===== src/rtl/mem_fill_engine.sv =====
// Hardware memset engine: streams a constant or incrementing pattern into a word range.
// Optional abort/aborted ports are enabled by defining MEM_FILL_ABORT_EN.
module mem_fill_engine #(
  parameter int ADDR_WIDTH = 32,
  parameter int DATA_WIDTH = 32,
  parameter int LEN_WIDTH  = 16
) (
  input  logic                  clk,
  input  logic                  reset,
  input  logic                  start,
  input  logic [ADDR_WIDTH-1:0] dst_addr,
  input  logic [LEN_WIDTH-1:0]  word_count,
  input  logic [DATA_WIDTH-1:0] pattern,
  input  logic                  incr_mode,
`ifdef MEM_FILL_ABORT_EN
  input  logic                  abort,
  output logic                  aborted,
`endif
  output logic                  busy,
  output logic                  done,
  output logic                  mem_we,
  output logic [ADDR_WIDTH-1:0] mem_addr,
  output logic [DATA_WIDTH-1:0] mem_wdata,
  input  logic                  mem_ready
);

  localparam logic [ADDR_WIDTH-1:0] ADDR_STRIDE = ADDR_WIDTH'(DATA_WIDTH / 8);
  localparam logic [ADDR_WIDTH-1:0] ALIGN_MASK  = ~(ADDR_STRIDE - ADDR_WIDTH'(1));

  typedef enum logic [1:0] {S_IDLE = 2'd0, S_FILL = 2'd1, S_DONE = 2'd2} state_t;

  state_t                state_q, state_d;
  logic [LEN_WIDTH-1:0]  remaining_q, remaining_d;
  logic [ADDR_WIDTH-1:0] addr_q, addr_d;
  logic [DATA_WIDTH-1:0] wdata_q, wdata_d;
  logic                  incr_q, incr_d;
  logic                  busy_q, busy_d;
  logic                  done_q, done_d;
  logic                  we_q, we_d;
  logic                  abort_req;

`ifdef MEM_FILL_ABORT_EN
  logic                  aborted_q, aborted_d;
  assign abort_req = abort;
  assign aborted   = aborted_q;
`else
  assign abort_req = 1'b0;
`endif

  always_comb begin
    state_d     = state_q;
    remaining_d = remaining_q;
    addr_d      = addr_q;
    wdata_d     = wdata_q;
    incr_d      = incr_q;
    busy_d      = busy_q;
    done_d      = 1'b0;
    we_d        = we_q;
`ifdef MEM_FILL_ABORT_EN
    aborted_d   = 1'b0;
`endif
    case (state_q)
      S_IDLE: begin
        if (start) begin
          addr_d      = dst_addr & ALIGN_MASK;
          wdata_d     = pattern;
          incr_d      = incr_mode;
          remaining_d = word_count;
          if (word_count != '0) begin
            state_d = S_FILL;
            busy_d  = 1'b1;
            we_d    = 1'b1;
          end else begin
            state_d = S_DONE;
            done_d  = 1'b1;
          end
        end else begin
          state_d = S_IDLE;
        end
      end
      S_FILL: begin
        // remaining is always >= 1 here, so the decrement cannot underflow
        if (mem_ready) begin
          remaining_d = remaining_q - LEN_WIDTH'(1);
          addr_d      = addr_q + ADDR_STRIDE;
          if (incr_q) begin
            wdata_d = wdata_q + DATA_WIDTH'(1);
          end else begin
            wdata_d = wdata_q;
          end
        end else begin
          remaining_d = remaining_q;
        end
        if ((mem_ready && (remaining_q == LEN_WIDTH'(1))) || abort_req) begin
          state_d = S_DONE;
          busy_d  = 1'b0;
          we_d    = 1'b0;
          done_d  = 1'b1;
        end else begin
          state_d = S_FILL;
        end
`ifdef MEM_FILL_ABORT_EN
        aborted_d = abort_req;
`endif
      end
      S_DONE: begin
        state_d = S_IDLE;
        busy_d  = 1'b0;
        we_d    = 1'b0;
      end
      default: begin
        state_d = S_IDLE;
        busy_d  = 1'b0;
        we_d    = 1'b0;
      end
    endcase
  end

  always_ff @(posedge clk) begin
    if (reset) begin
      state_q     <= S_IDLE;
      remaining_q <= '0;
      addr_q      <= '0;
      wdata_q     <= '0;
      incr_q      <= 1'b0;
      busy_q      <= 1'b0;
      done_q      <= 1'b0;
      we_q        <= 1'b0;
`ifdef MEM_FILL_ABORT_EN
      aborted_q   <= 1'b0;
`endif
    end else begin
      state_q     <= state_d;
      remaining_q <= remaining_d;
      addr_q      <= addr_d;
      wdata_q     <= wdata_d;
      incr_q      <= incr_d;
      busy_q      <= busy_d;
      done_q      <= done_d;
      we_q        <= we_d;
`ifdef MEM_FILL_ABORT_EN
      aborted_q   <= aborted_d;
`endif
    end
  end

  assign busy      = busy_q;
  assign done      = done_q;
  assign mem_we    = we_q;
  assign mem_addr  = addr_q;
  assign mem_wdata = wdata_q;

endmodule

===== config.mk =====
export PLATFORM = sky130hd
export DESIGN_NAME = mem_fill_engine
export DESIGN_NICKNAME = d
export VERILOG_FILES = /design/src/rtl/mem_fill_engine.sv
export SDC_FILE = /design/constraint.sdc
export NUM_CORES = 1
export LEC_CHECK = 0
export BUFFER_PORTS_ARGS = -buffer_cell sky130_fd_sc_hd__buf_2
export CORE_MARGIN = 5
export CORE_UTILIZATION = 40
export DETAILED_ROUTE_END_ITERATION = 8
export PLACE_DENSITY = 0.69
export REMOVE_ABC_BUFFERS = 1
export SLEW_MARGIN = 20
export SYNTH_ARGS = -nofsm -noshare
export SYNTH_HDL_FRONTEND = slang
export SYNTH_SLANG_ARGS = --single-unit

===== constraint.sdc =====
create_clock -name clk -period 4.64 [get_ports clk]
set_input_delay 0.464 -clock clk [delete_from_list [all_inputs] [get_ports clk]]
set_output_delay 0.464 -clock clk [all_outputs]
set_load 0.02 [all_outputs]

==> PnR_summary.wiki <==
{| class="wikitable"
! Metric !! Value
|-
| Number of vias in the routed layout || slightly below 6,000
|-
| Cell area after placement || between 5000 and 6000 um^2
|-
| Critical Path Start Type || flop
|-
| Type of the worst setup path || flop to flop
|-
| Clock-pin slew of the registers on the worst-case setup and hold paths || 60 ps
|-
| Hold-fix buffer count after cts || 0
|-
| Cell area after layout || 6200 um^2
|-
| Delay contributed by the slowest stage of the critical path || 880 ps
|-
| Share of post-route cells with drive strength above 1 || 22.9%
|-
| Post-CTS setup buffer count || 0
|-
| Pin count of the biggest net entering global routing || 106
|-
| N_diodes || 0
|-
| Via count of the first global-routing pass || 5,245
|-
| Post-route clock period utilization || 58.3%
|-
| Ys async rst share || 0%
|-
| First-pass GRT wire length || about 26 mm
|-
| Maximum level of the CTS H-tree || 3
|-
| RSZ-0062 raised after global routing || false
|-
| Skew final || 9.59 ps
|-
| Sequential cell area fraction in the yosys report || 32.2%
|-
| Cells taking the most area after synthesis || sky130_fd_sc_hd__dfxtp_1, sky130_fd_sc_hd__a21oi_1, sky130_fd_sc_hd__o21ai_0, sky130_fd_sc_hd__nor2_1, sky130_fd_sc_hd__nand2_1
|-
| Mean post-synth cell area || between 7 and 8 um^2
|-
| Reported net switching power || 0.000701 W
|-
| Area share of the largest cell type after synthesis || 32.2%
|-
| Minimum clock period after layout || 2700 ps
|-
| Area delta synth->final || 21.8%
|-
| Remaining antenna violation count after routing || 0
|-
| Final wirelength || approximately 16 mm
|-
| Register bit total from synthesis || between 80 and 90
|-
| Full die area || 15,100 um^2
|-
| Routed via count divided by cell count || 5.90
|-
| CTS Buffer Depth || 2
|-
| Flop pwr share || 41.2%
|-
| Antenna violations before repair || 1
|-
| Initial cell density of the core || 40.5%
|-
| Final net count || 898
|-
| Number of setup violations in the final report || 0
|-
| Net switching fraction of the power || 33.9%
|-
| RD Place Congestion || 0.836
|-
| Leakage || 2.46 nW
|-
| Total DRC errors in the routed layout || 0
|-
| Maximum fanout count along the critical path || 105
|-
| TritonCTS clock tree || built
|-
| Average detailed-routed wire length per instance || between 15 and 20 um
|-
| Detailed placement HPWL || approximately 11 mm
|-
| Combined global-route utilization of all metal layers || a little over a fifth
|-
| Buffers on Ports || 147
|-
| Maximum clock frequency || 0.370 GHz
|-
| Internal power || 0.00137 W
|-
| Clock latency of the later-clocked register in the worst-skew pair || 350 ps
|-
| Worst EP arrival || 2920 ps
|-
| Number of cells in the design after placement || 970
|-
| Post-Layout Cell Count || 986
|-
| Dominant synthesized flop cell || sky130_fd_sc_hd__dfxtp_1
|-
| Boundary pin count || 152
|-
| Number of enable-type register cells in the synthesized netlist || 0
|-
| Worst min-delay path class || primary input to flop
|-
| Kind of cell adding the most delay to the critical path || simple AND/OR/NAND/NOR gates
|-
| Unique masters post-synth || 59
|-
| Category of the worst setup path capture point || flop
|-
| GRT overflow || 0
|-
| Clock sink count || 82
|-
| Max-cap violations || 0
|-
| Pwr dens || 334 nW/um^2
|-
| Synthesized cell area || 5100 um^2
|-
| Number of core rows || 41
|-
| Overall die width || 123 um
|-
| Post_cts resized || 0
|-
| Slew at the pin with the worst max-slew slack || 1090 ps
|-
| Placeable core region || 12,600 um^2
|-
| Initial drt markers || 450
|-
| Setup_tns || 0 ps
|-
| Clock Power Share || 34.2%
|-
| Count of synthesis-stage warnings from yosys || 0
|-
| Worst IR Drop VDD || approximately 150 uV
|-
| Number of optimization iterations in the first detailed-route pass || 5
|-
| Worst max-slew margin expressed relative to the limit || 27.7%
|-
| Run status || complete, no violations
|-
| Crit path cell chain || nand2b_4 > nand2_1 > o21bai_1 > a311oi_1
|-
| Worst Path Buf+Inv || 0
|-
| Data required time at the worst endpoint || 4850 ps
|-
| Number of clock buffers inserted by TritonCTS || 9
|-
| Synthesized netlist cell count || between 700 and 800
|-
| Height of the die || 123 um
|-
| Root buffer selected by CTS || sky130_fd_sc_hd__clkbuf_16
|-
| Part of the power in combinational logic || 24.6%
|-
| Max-slew violation total from the final report || 0
|-
| Slowest stage cell, crit path || sky130_fd_sc_hd__nand2b_4
|-
| Cell type with the largest total area after synthesis || sky130_fd_sc_hd__dfxtp_1
|-
| Final Hold Vio Count || 0
|}
[power by group through the flow]
stage / sequential, W / combinational (W) / clock (W)
after floorplan: 0.000911 / 0.000275 / 0
after global routing: 0.000865 / 0.000569 / 0.000754
after CTS: 0.000851 / 0.000511 / 0.000727
after detailed placement: 0.000866 / 0.000510 / 0
after global placement: 0.000865 / 0.000506 / 0
final: 0.000854 / 0.000509 / 0.000708
[flip-flops by register name (all words and copies together) (netlist names)]
name	flops
remaining_q	16
mem_wdata	32
done	1
mem_addr	30
mem_we	1
state_q	1
incr_q	1
[final cells by class]
class	count	area [um^2]
inverters	8	30.0
multi-input cells	553	3240
clock buffers	14	274
flip-flops and latches	82	1640
repair buffers	155	796
fillers	1278	6360
well taps	172	215
clock inverters	2	10.0
[cell families (layout without fill, tap and decap cells)]
family          Yosys count  after routing  share of synthesized area (%)
simple gates            304            304                           30.5
other cells               1              2                         0.0736
buf+inv                  68            179                           5.30
flops                    82             82                           32.2
mux                       3              3                          0.589
fa+ha+maj                 4              4                          0.982
xor+xnor                  1              1                          0.172
compound gates          239            239                           30.1
[cells in the mapped netlist, drive strengths merged (3+ instances only)]
cell type  number
dfxtp          82
a21oi          69
nor2           69
nand2          65
o21ai          54
clkbuf         52
nand3          31
nor3           24
a211oi         20
nor4           17
and3           16
nand4          16
a311oi         12
and2           12
or3            12
and4            9
nand2b          9
o22ai           9
o31ai           9
a22oi           8
buf             8
inv             8
or4             8
a21o            7
a31oi           7
a41oi           6
a31o            5
nor3b           5
ha              4
a32o            3
mux2i           3
o211ai          3
o21bai          3
o311ai          3
o32ai           3
or2             3
[routing by layer]
metal	vias to the layer above	track usage [%]	wire length [um]
met1	2693	28.9	7590
met5	-	0	13
met2	224	32.7	7050
met4	2	5.39	238
li1	2871	-	-
met3	27	5.53	1380
[metrics by stage]
step / total power [W] / hold WS (ps) / setup WS, ps / util [%]
2_1_floorplan: 0.00119 / 431 / 416 / -
4_1_cts: 0.00209 / 351 / 1990 / 49.4
3_3_place_gp: 0.00137 / 449 / 2010 / 47.1
3_5_place_dp: 0.00138 / 451 / 1980 / 47.1
6_report: 0.00207 / 361 / 1940 / 49.4
5_1_grt: 0.00219 / 374 / 1720 / 49.4
[placed cells by master (no fill, tap or decap), drive strengths merged, types with 4 or more instances in the layout]
| master | n |
|---|---|
| a211oi | 20 |
| a21o | 7 |
| a21oi | 69 |
| a22oi | 8 |
| a311oi | 12 |
| a31o | 5 |
| a31oi | 7 |
| a41oi | 6 |
| and2 | 12 |
| and3 | 16 |
| and4 | 9 |
| buf | 155 |
| clkbuf | 14 |
| dfxtp | 82 |
| ha | 4 |
| inv | 8 |
| nand2 | 65 |
| nand2b | 9 |
| nand3 | 31 |
| nand4 | 16 |
| nor2 | 69 |
| nor3 | 24 |
| nor3b | 5 |
| nor4 | 17 |
| o21ai | 54 |
| o22ai | 9 |
| o31ai | 9 |
| or3 | 12 |
| or4 | 8 |
[worst min-delay path, stage by stage]
cell and delay, ps:
sky130_fd_sc_hd__buf_2 90, sky130_fd_sc_hd__nand2_1 50, sky130_fd_sc_hd__a21oi_1 50
[final timing paths]
kind | start | end | slack, ps | depth (start not counted)
min reg2reg | incr_q | incr_q | 460 | 2
max reg2reg | done | remaining_q[14] | 1940 | 4
min | incr_mode | incr_q | 360 | 3
max | done | remaining_q[14] | 1940 | 4
No activity file was read; power rests on OpenSTA's default activity.
